$ cat config.mk
export PLATFORM = sky130hd
export DESIGN_NAME = cmos_sensor_pattern_gen
export DESIGN_NICKNAME = d
export VERILOG_FILES = /design/src/rtl/cmos_sensor_pattern_gen.sv
export SDC_FILE = /design/constraint.sdc
export NUM_CORES = 1
export LEC_CHECK = 0
export ABC_AREA = 0
export BUFFER_PORTS_ARGS = -buffer_cell sky130_fd_sc_hd__buf_2
export CAP_MARGIN = 20
export CORE_ASPECT_RATIO = 0.9
export CORE_MARGIN = 2
export CORE_UTILIZATION = 59
export DETAILED_ROUTE_END_ITERATION = 10
export GPL_TIMING_DRIVEN = 0
export PLACE_DENSITY = 0.81
export SKIP_LAST_GASP = 1
export SYNTH_ARGS = -nofsm -noshare
export SYNTH_HDL_FRONTEND = slang
export SYNTH_SLANG_ARGS = --single-unit
$ cat constraint.sdc
create_clock -name clk -period 6.5 [get_ports clk]
set_input_delay 0.65 -clock clk [delete_from_list [all_inputs] [get_ports clk]]
set_output_delay 0.65 -clock clk [all_outputs]
set_load 0.03 [all_outputs]
$ cat src/rtl/cmos_sensor_pattern_gen.sv
// Synthetic CMOS sensor stream generator. It emits frame_valid, line_valid
// and pixel data with runtime-configurable geometry, blanking and test
// pattern, so it can stand in for a real sensor in front of the capture path.
// Frame configuration is sampled only when a frame launches. Every output is
// a register.
module cmos_sensor_pattern_gen #(
  parameter int DATA_WIDTH = 12,
  parameter int DIM_WIDTH  = 16
) (
  input  logic                  clk,
  input  logic                  reset,
  input  logic                  start,
  input  logic                  continuous,
  input  logic [1:0]            mode,
  input  logic [DATA_WIDTH-1:0] const_value,
  input  logic [DIM_WIDTH-1:0]  frame_width,
  input  logic [DIM_WIDTH-1:0]  frame_height,
  input  logic [DIM_WIDTH-1:0]  line_blank,
  input  logic [DIM_WIDTH-1:0]  frame_blank,
  output logic                  frame_valid,
  output logic                  line_valid,
  output logic [DATA_WIDTH-1:0] data,
  output logic                  busy,
  output logic                  frame_done,
  output logic [31:0]           frame_count
);

  localparam logic [1:0] S_IDLE   = 2'd0;
  localparam logic [1:0] S_FBLANK = 2'd1;
  localparam logic [1:0] S_LBLANK = 2'd2;
  localparam logic [1:0] S_ACTIVE = 2'd3;

  localparam logic [1:0] MODE_COUNTER  = 2'd0;
  localparam logic [1:0] MODE_GRADIENT = 2'd1;
  localparam logic [1:0] MODE_CHECKER  = 2'd2;

  localparam logic [DIM_WIDTH-1:0]  DIM_ONE = DIM_WIDTH'(1);
  localparam logic [DIM_WIDTH-1:0]  DIM_ZERO = '0;
  localparam logic [DATA_WIDTH-1:0] PIX_ONE = DATA_WIDTH'(1);

  logic [1:0]            state, state_nxt;
  logic [DIM_WIDTH-1:0]  width_q, height_q, lblank_q;
  logic [1:0]            mode_q;
  logic [DATA_WIDTH-1:0] const_q;
  logic [DIM_WIDTH-1:0]  col, col_nxt;
  logic [DIM_WIDTH-1:0]  row, row_nxt;
  logic [DIM_WIDTH-1:0]  blank_cnt, blank_nxt;
  logic [DATA_WIDTH-1:0] pix, pix_nxt;
  logic                  launch, frame_end;
  logic [DIM_WIDTH-1:0]  width_in, height_in, fblank_in;
  logic [DIM_WIDTH-1:0]  grad_sum;
  logic [DATA_WIDTH-1:0] pattern;

  // Zero sizes are clamped so every frame has at least one pixel and one
  // leading blank cycle.
  assign width_in  = (frame_width  == DIM_ZERO) ? DIM_ONE : frame_width;
  assign height_in = (frame_height == DIM_ZERO) ? DIM_ONE : frame_height;
  assign fblank_in = (frame_blank  == DIM_ZERO) ? DIM_ONE : frame_blank;
  assign grad_sum  = col_nxt + row_nxt;

  // Sequencer: next state, raster position and blank countdown.
  always_comb begin
    // NOTE: every signal gets a default before the case, so no path leaves a
    // value unassigned and no latch is inferred.
    state_nxt = state;
    col_nxt   = col;
    row_nxt   = row;
    blank_nxt = blank_cnt;
    pix_nxt   = pix;
    launch    = 1'b0;
    frame_end = 1'b0;
    case (state)
      S_IDLE: begin
        launch = start | continuous;
      end
      S_FBLANK, S_LBLANK: begin
        if (blank_cnt != DIM_ZERO) begin
          blank_nxt = blank_cnt - DIM_ONE;
        end else if (state == S_FBLANK && lblank_q != DIM_ZERO) begin
          state_nxt = S_LBLANK;
          blank_nxt = lblank_q - DIM_ONE;
        end else begin
          state_nxt = S_ACTIVE;
          col_nxt   = DIM_ZERO;
        end
      end
      default: begin // S_ACTIVE
        pix_nxt = pix + PIX_ONE;
        if (col != width_q - DIM_ONE) begin
          col_nxt = col + DIM_ONE;
        end else if (row == height_q - DIM_ONE) begin
          frame_end = 1'b1;
          launch    = continuous;
          state_nxt = S_IDLE;
        end else begin
          row_nxt = row + DIM_ONE;
          col_nxt = DIM_ZERO;
          if (lblank_q != DIM_ZERO) begin
            state_nxt = S_LBLANK;
            blank_nxt = lblank_q - DIM_ONE;
          end
        end
      end
    endcase
    if (launch) begin
      state_nxt = S_FBLANK;
      blank_nxt = fblank_in - DIM_ONE;
      col_nxt   = DIM_ZERO;
      row_nxt   = DIM_ZERO;
      pix_nxt   = '0;
    end
  end

  // Pixel value for the position the sequencer is moving to.
  always_comb begin
    case (mode_q)
      MODE_COUNTER:  pattern = pix_nxt;
      MODE_GRADIENT: pattern = DATA_WIDTH'(grad_sum);
      MODE_CHECKER:  pattern = {DATA_WIDTH{col_nxt[0] ^ row_nxt[0]}};
      default:       pattern = const_q;
    endcase
  end

  // Sequencer state and raster counters.
  always_ff @(posedge clk or posedge reset) begin
    if (reset) begin
      state     <= S_IDLE;
      col       <= '0;
      row       <= '0;
      blank_cnt <= '0;
      pix       <= '0;
    end else begin
      // NOTE: sequential state uses non-blocking assignments so every
      // register samples the pre-edge values of the others.
      state     <= state_nxt;
      col       <= col_nxt;
      row       <= row_nxt;
      blank_cnt <= blank_nxt;
      pix       <= pix_nxt;
    end
  end

  // Frame configuration snapshot, taken only at launch.
  always_ff @(posedge clk or posedge reset) begin
    if (reset) begin
      width_q  <= '0;
      height_q <= '0;
      lblank_q <= '0;
      mode_q   <= '0;
      const_q  <= '0;
    end else if (launch) begin
      width_q  <= width_in;
      height_q <= height_in;
      lblank_q <= line_blank;
      mode_q   <= mode;
      const_q  <= const_value;
    end
  end

  // Registered sensor outputs derived from the next state.
  always_ff @(posedge clk or posedge reset) begin
    if (reset) begin
      frame_valid <= 1'b0;
      line_valid  <= 1'b0;
      data        <= '0;
      busy        <= 1'b0;
      frame_done  <= 1'b0;
      frame_count <= '0;
    end else begin
      frame_valid <= (state_nxt == S_LBLANK) || (state_nxt == S_ACTIVE);
      line_valid  <= (state_nxt == S_ACTIVE);
      data        <= (state_nxt == S_ACTIVE) ? pattern : '0;
      busy        <= (state_nxt != S_IDLE);
      frame_done  <= frame_end;
      if (frame_end) frame_count <= frame_count + 32'd1;
    end
  end

endmodule

==> flow_metrics.tcl <==
set metrics [dict create \
    status "finished clean" \
    grt_use_met1_pct 40.1 \
    die_area_mm2 0.0189 \
    crit_top_cell "a21oi_2" \
    ios 130 \
    detail-route-antenna-nets 0 \
    gp_congestion 0.953 \
    cts_tree "yes" \
    grt_overflow 0 \
    clockPowerShare_pct 24.3 \
    cts.sinks 172 \
    clkTransAtPathRegs_ps 80 \
    async_reset_ff_share_pct 100 \
    worstRegToRegCells 25 \
    slew_violations 0 \
    cts_htree_levels 4 \
    r2r-end "data[10]" \
    synth-seq-cells 172 \
    yosysUniqueCellTypes 76 \
    clk_latency_ps 450 \
    antenna_found_initial 0 \
    tns_ps 0 \
    pwr-share-comb_pct 39.5 \
    cp.depth 25 \
    slowest_delay_ps 460 \
    num_vias 9649 \
    drt_iter0_markers 825 \
    swShare_pct 43.1 \
    vdd_ir_drop_max_mv 0.258 \
    nets 1474 \
    syn_area_mm2 0.0105 \
    power_frac_seq_pct 36.2 \
    critPathSlowestCell "nor4b_4" \
    wl_um 27800 \
    post-route-period-util_pct 96.9 \
    slew_headroom_pct 45.6 \
    p_per_area_mw_per_mm2 360 \
    synth.yosys.seq_area_share_pct 41.0 \
    grt_use_met2_pct 50.3 \
    post-place-ws_ps -509 \
    cts_inserted_buffers 17 \
    setup_slack_ps 201 \
    diodes 0 \
    core_area_mm2 0.0175 \
    cts-root-buf "clkbuf_16" \
    viasPerCell 5.95 \
    worstPathArrival_ps 6640 \
    grt_pass1_vias 9195 \
    post-route-drc-count 0 \
    syn_nets 1327 \
    postSynthAreaPerCell_um2 8.59 \
    period_needed_ps 6300 \
    synth_warnings 0 \
    switching_power_mw 1.89 \
    setup_viol 0 \
    reg2reg_from "height_q[0]" \
    avgRoutedWirePerCell_um 17.1 \
    io_buffers 129 \
    first_pass_iters 5 \
    fp.dieW_um 145 \
    p_leak_nw 5.79 \
    maxClockFrequency_mhz 159 \
    tightest_slew_ps 816 \
    hold_viol 0 \
    synth-edff-count 0 \
    worstSetupPathType "flip-flop to flip-flop" \
    finalClockSkew_ps 14.2 \
    p_int_mw 2.50 \
    end_kind "flip-flop" \
    r2r_slack_ps 200 \
    maxCapViolCount 0 \
    path_buf_inv 3 \
    rows 46 \
    setup.worst_path.start "height_q[0]" \
    dp_hpwl_um 20000 \
    fillers 1438 \
    crit_path_end "data[10]" \
    cp-start-kind "flip-flop" \
    drive_gt1_share_pct 16.9 \
    start_util_pct 59.9 \
    grt.busiest_layer "met2" \
    die_h_um 130 \
    syn2layout_area_growth_pct 16.1 \
    grt_max_degree 135 \
    crit_required_ps 6840 \
    grt_pass1_wl_um 44800 \
    grt_use_met3_pct 5.50 \
    worstHoldPathType "primary input to async pin" \
    cts_buffer_depth 2 \
    critPathTopFamily "compound AO/OA/AOI/OAI gates" \
    synthFlopType "dfrtp_1" \
    netlist_instances 1221 \
    grt.total_usage_pct 30.4 \
    crit_fanout 19 \
]
cell usage after synthesis (3+ instances only):
master	count	area, um2
a21o_1	7	52.6
a21oi_1	51	255
a221oi_1	6	52.6
a22oi_1	7	52.6
a31o_2	3	26.3
a31oi_1	14	87.6
and2_1	8	50.1
and3_1	25	156
and4_1	7	61.3
buf_2	21	105
buf_4	4	30.0
buf_6	3	33.8
clkbuf_1	24	90.1
dfrtp_1	172	4300
ha_1	23	288
inv_1	32	120
mux2i_1	8	80.1
mux4_2	3	67.6
nand2_1	260	976
nand2b_1	13	81.3
nand3_1	32	160
nand3b_1	6	45.0
nand4_1	19	119
nor2_1	111	417
nor2b_1	4	25.0
nor3_1	34	170
nor3b_1	7	52.6
nor4_1	18	113
nor4_2	3	37.5
nor4b_1	4	35.0
o211ai_1	6	45.0
o21ai_0	51	255
o21bai_1	9	67.6
o221ai_1	3	26.3
o22ai_1	3	18.8
o31ai_1	14	105
or2_2	6	37.5
or3_1	10	62.6
or4_1	15	113
xnor2_1	74	648
xor2_1	52	455
worst min-delay path by stage:
stage / to / from / slack (ps)
after floorplan: const_q[10] / const_q[10] / 430
after global placement: const_q[8] / const_q[8] / 450
after detailed placement: frame_count[31] / frame_count[31] / 460
after CTS: frame_count[31] / reset / 170
after global routing: frame_count[31] / reset / 170
final: frame_count[30] / reset / 160
placed cells by master, fill, tap and decap left out, types with 15 or more instances in the layout:
cell / synthesis / final
nor4_1: 18 / 18
ha_1: 23 / 22
nor2_1: 111 / 111
nand4_1: 19 / 19
clkbuf_1: 24 / 22
clkbuf_16: 0 / 17
buf_2: 21 / 146
xor2_1: 52 / 52
nor3_1: 34 / 33
inv_1: 32 / 31
nand2_1: 260 / 260
a21oi_1: 51 / 47
and3_1: 25 / 25
xnor2_1: 74 / 74
o21ai_0: 51 / 51
dfrtp_1: 172 / 172
nand3_1: 32 / 31
or4_1: 15 / 15
metal layers:
layer  up-vias  part of all wire, %
met5         -                    0
met4         0                  3.2
met3        64                  7.6
met2       434                   47
met1      4608                   42
li1       4543                    -
flip-flops by register name, indices dropped and copies added, names as in the netlist, 16 cells and up:
signal / count
frame_count: 32
height_q: 16
lblank_q: 16
width_q: 16
blank_cnt: 16
row: 16
col: 16
stage by stage:
stage / hold WS [ps] / utilization, % / power [mW] / area [um2] / instances
final: 160 / 69.6 / 4.39 / 12200 / 1621
after global routing: 168 / 69.6 / 4.65 / 12200 / 1621
after CTS: 167 / 69.4 / 4.34 / 12100 / 1623
after detailed placement: 459 / 65.5 / 3.25 / 11500 / 1591
after global placement: 452 / 65.3 / 3.19 / 11400 / 1590
after floorplan: 433 / - / 2.77 / 10500 / 1221
timing repair:
action | 4_1_cts | 5_1_grt
buffers inserted | 1 | 0
pin swaps | 1 | 0
endpoints found under the setup margin | 2 | 1
resized for setup | 8 | 8
hold buffers | 0 | 0
cell families after synthesis:
family / synth area share [%]
AND/OR/NAND/NOR: 28.1
AO/OA/AOI/OAI: 12.0
flip-flops: 41.0
XOR/XNOR: 10.5
buffers and inverters: 3.65
adder cells (fa/ha/maj): 2.93
multiplexers: 1.77
power by group through the flow:
stage / Sequential [mW] / Clock [mW] / Combinational, mW
3_5_place_dp: 1.59 / 0 / 1.66
4_1_cts: 1.57 / 1.07 / 1.69
3_3_place_gp: 1.58 / 0 / 1.61
6_report: 1.59 / 1.07 / 1.73
2_1_floorplan: 1.52 / 0 / 1.25
5_1_grt: 1.62 / 1.12 / 1.91
layout make-up:
| type | count | area, um2 | area share, % |
|---|---|---|---|
| multi-input cells | 964 | 5860 | 48.1 |
| flip-flops and latches | 172 | 4300 | 35.4 |
| repair buffers | 131 | 681 | 5.59 |
| clock buffers | 17 | 425 | 3.49 |
| well taps | 240 | 300 | 2.47 |
| plain buffers | 50 | 265 | 2.18 |
| clock inverters | 15 | 211 | 1.74 |
| inverters | 32 | 128 | 1.05 |
Power figures use the tool's default switching activity.
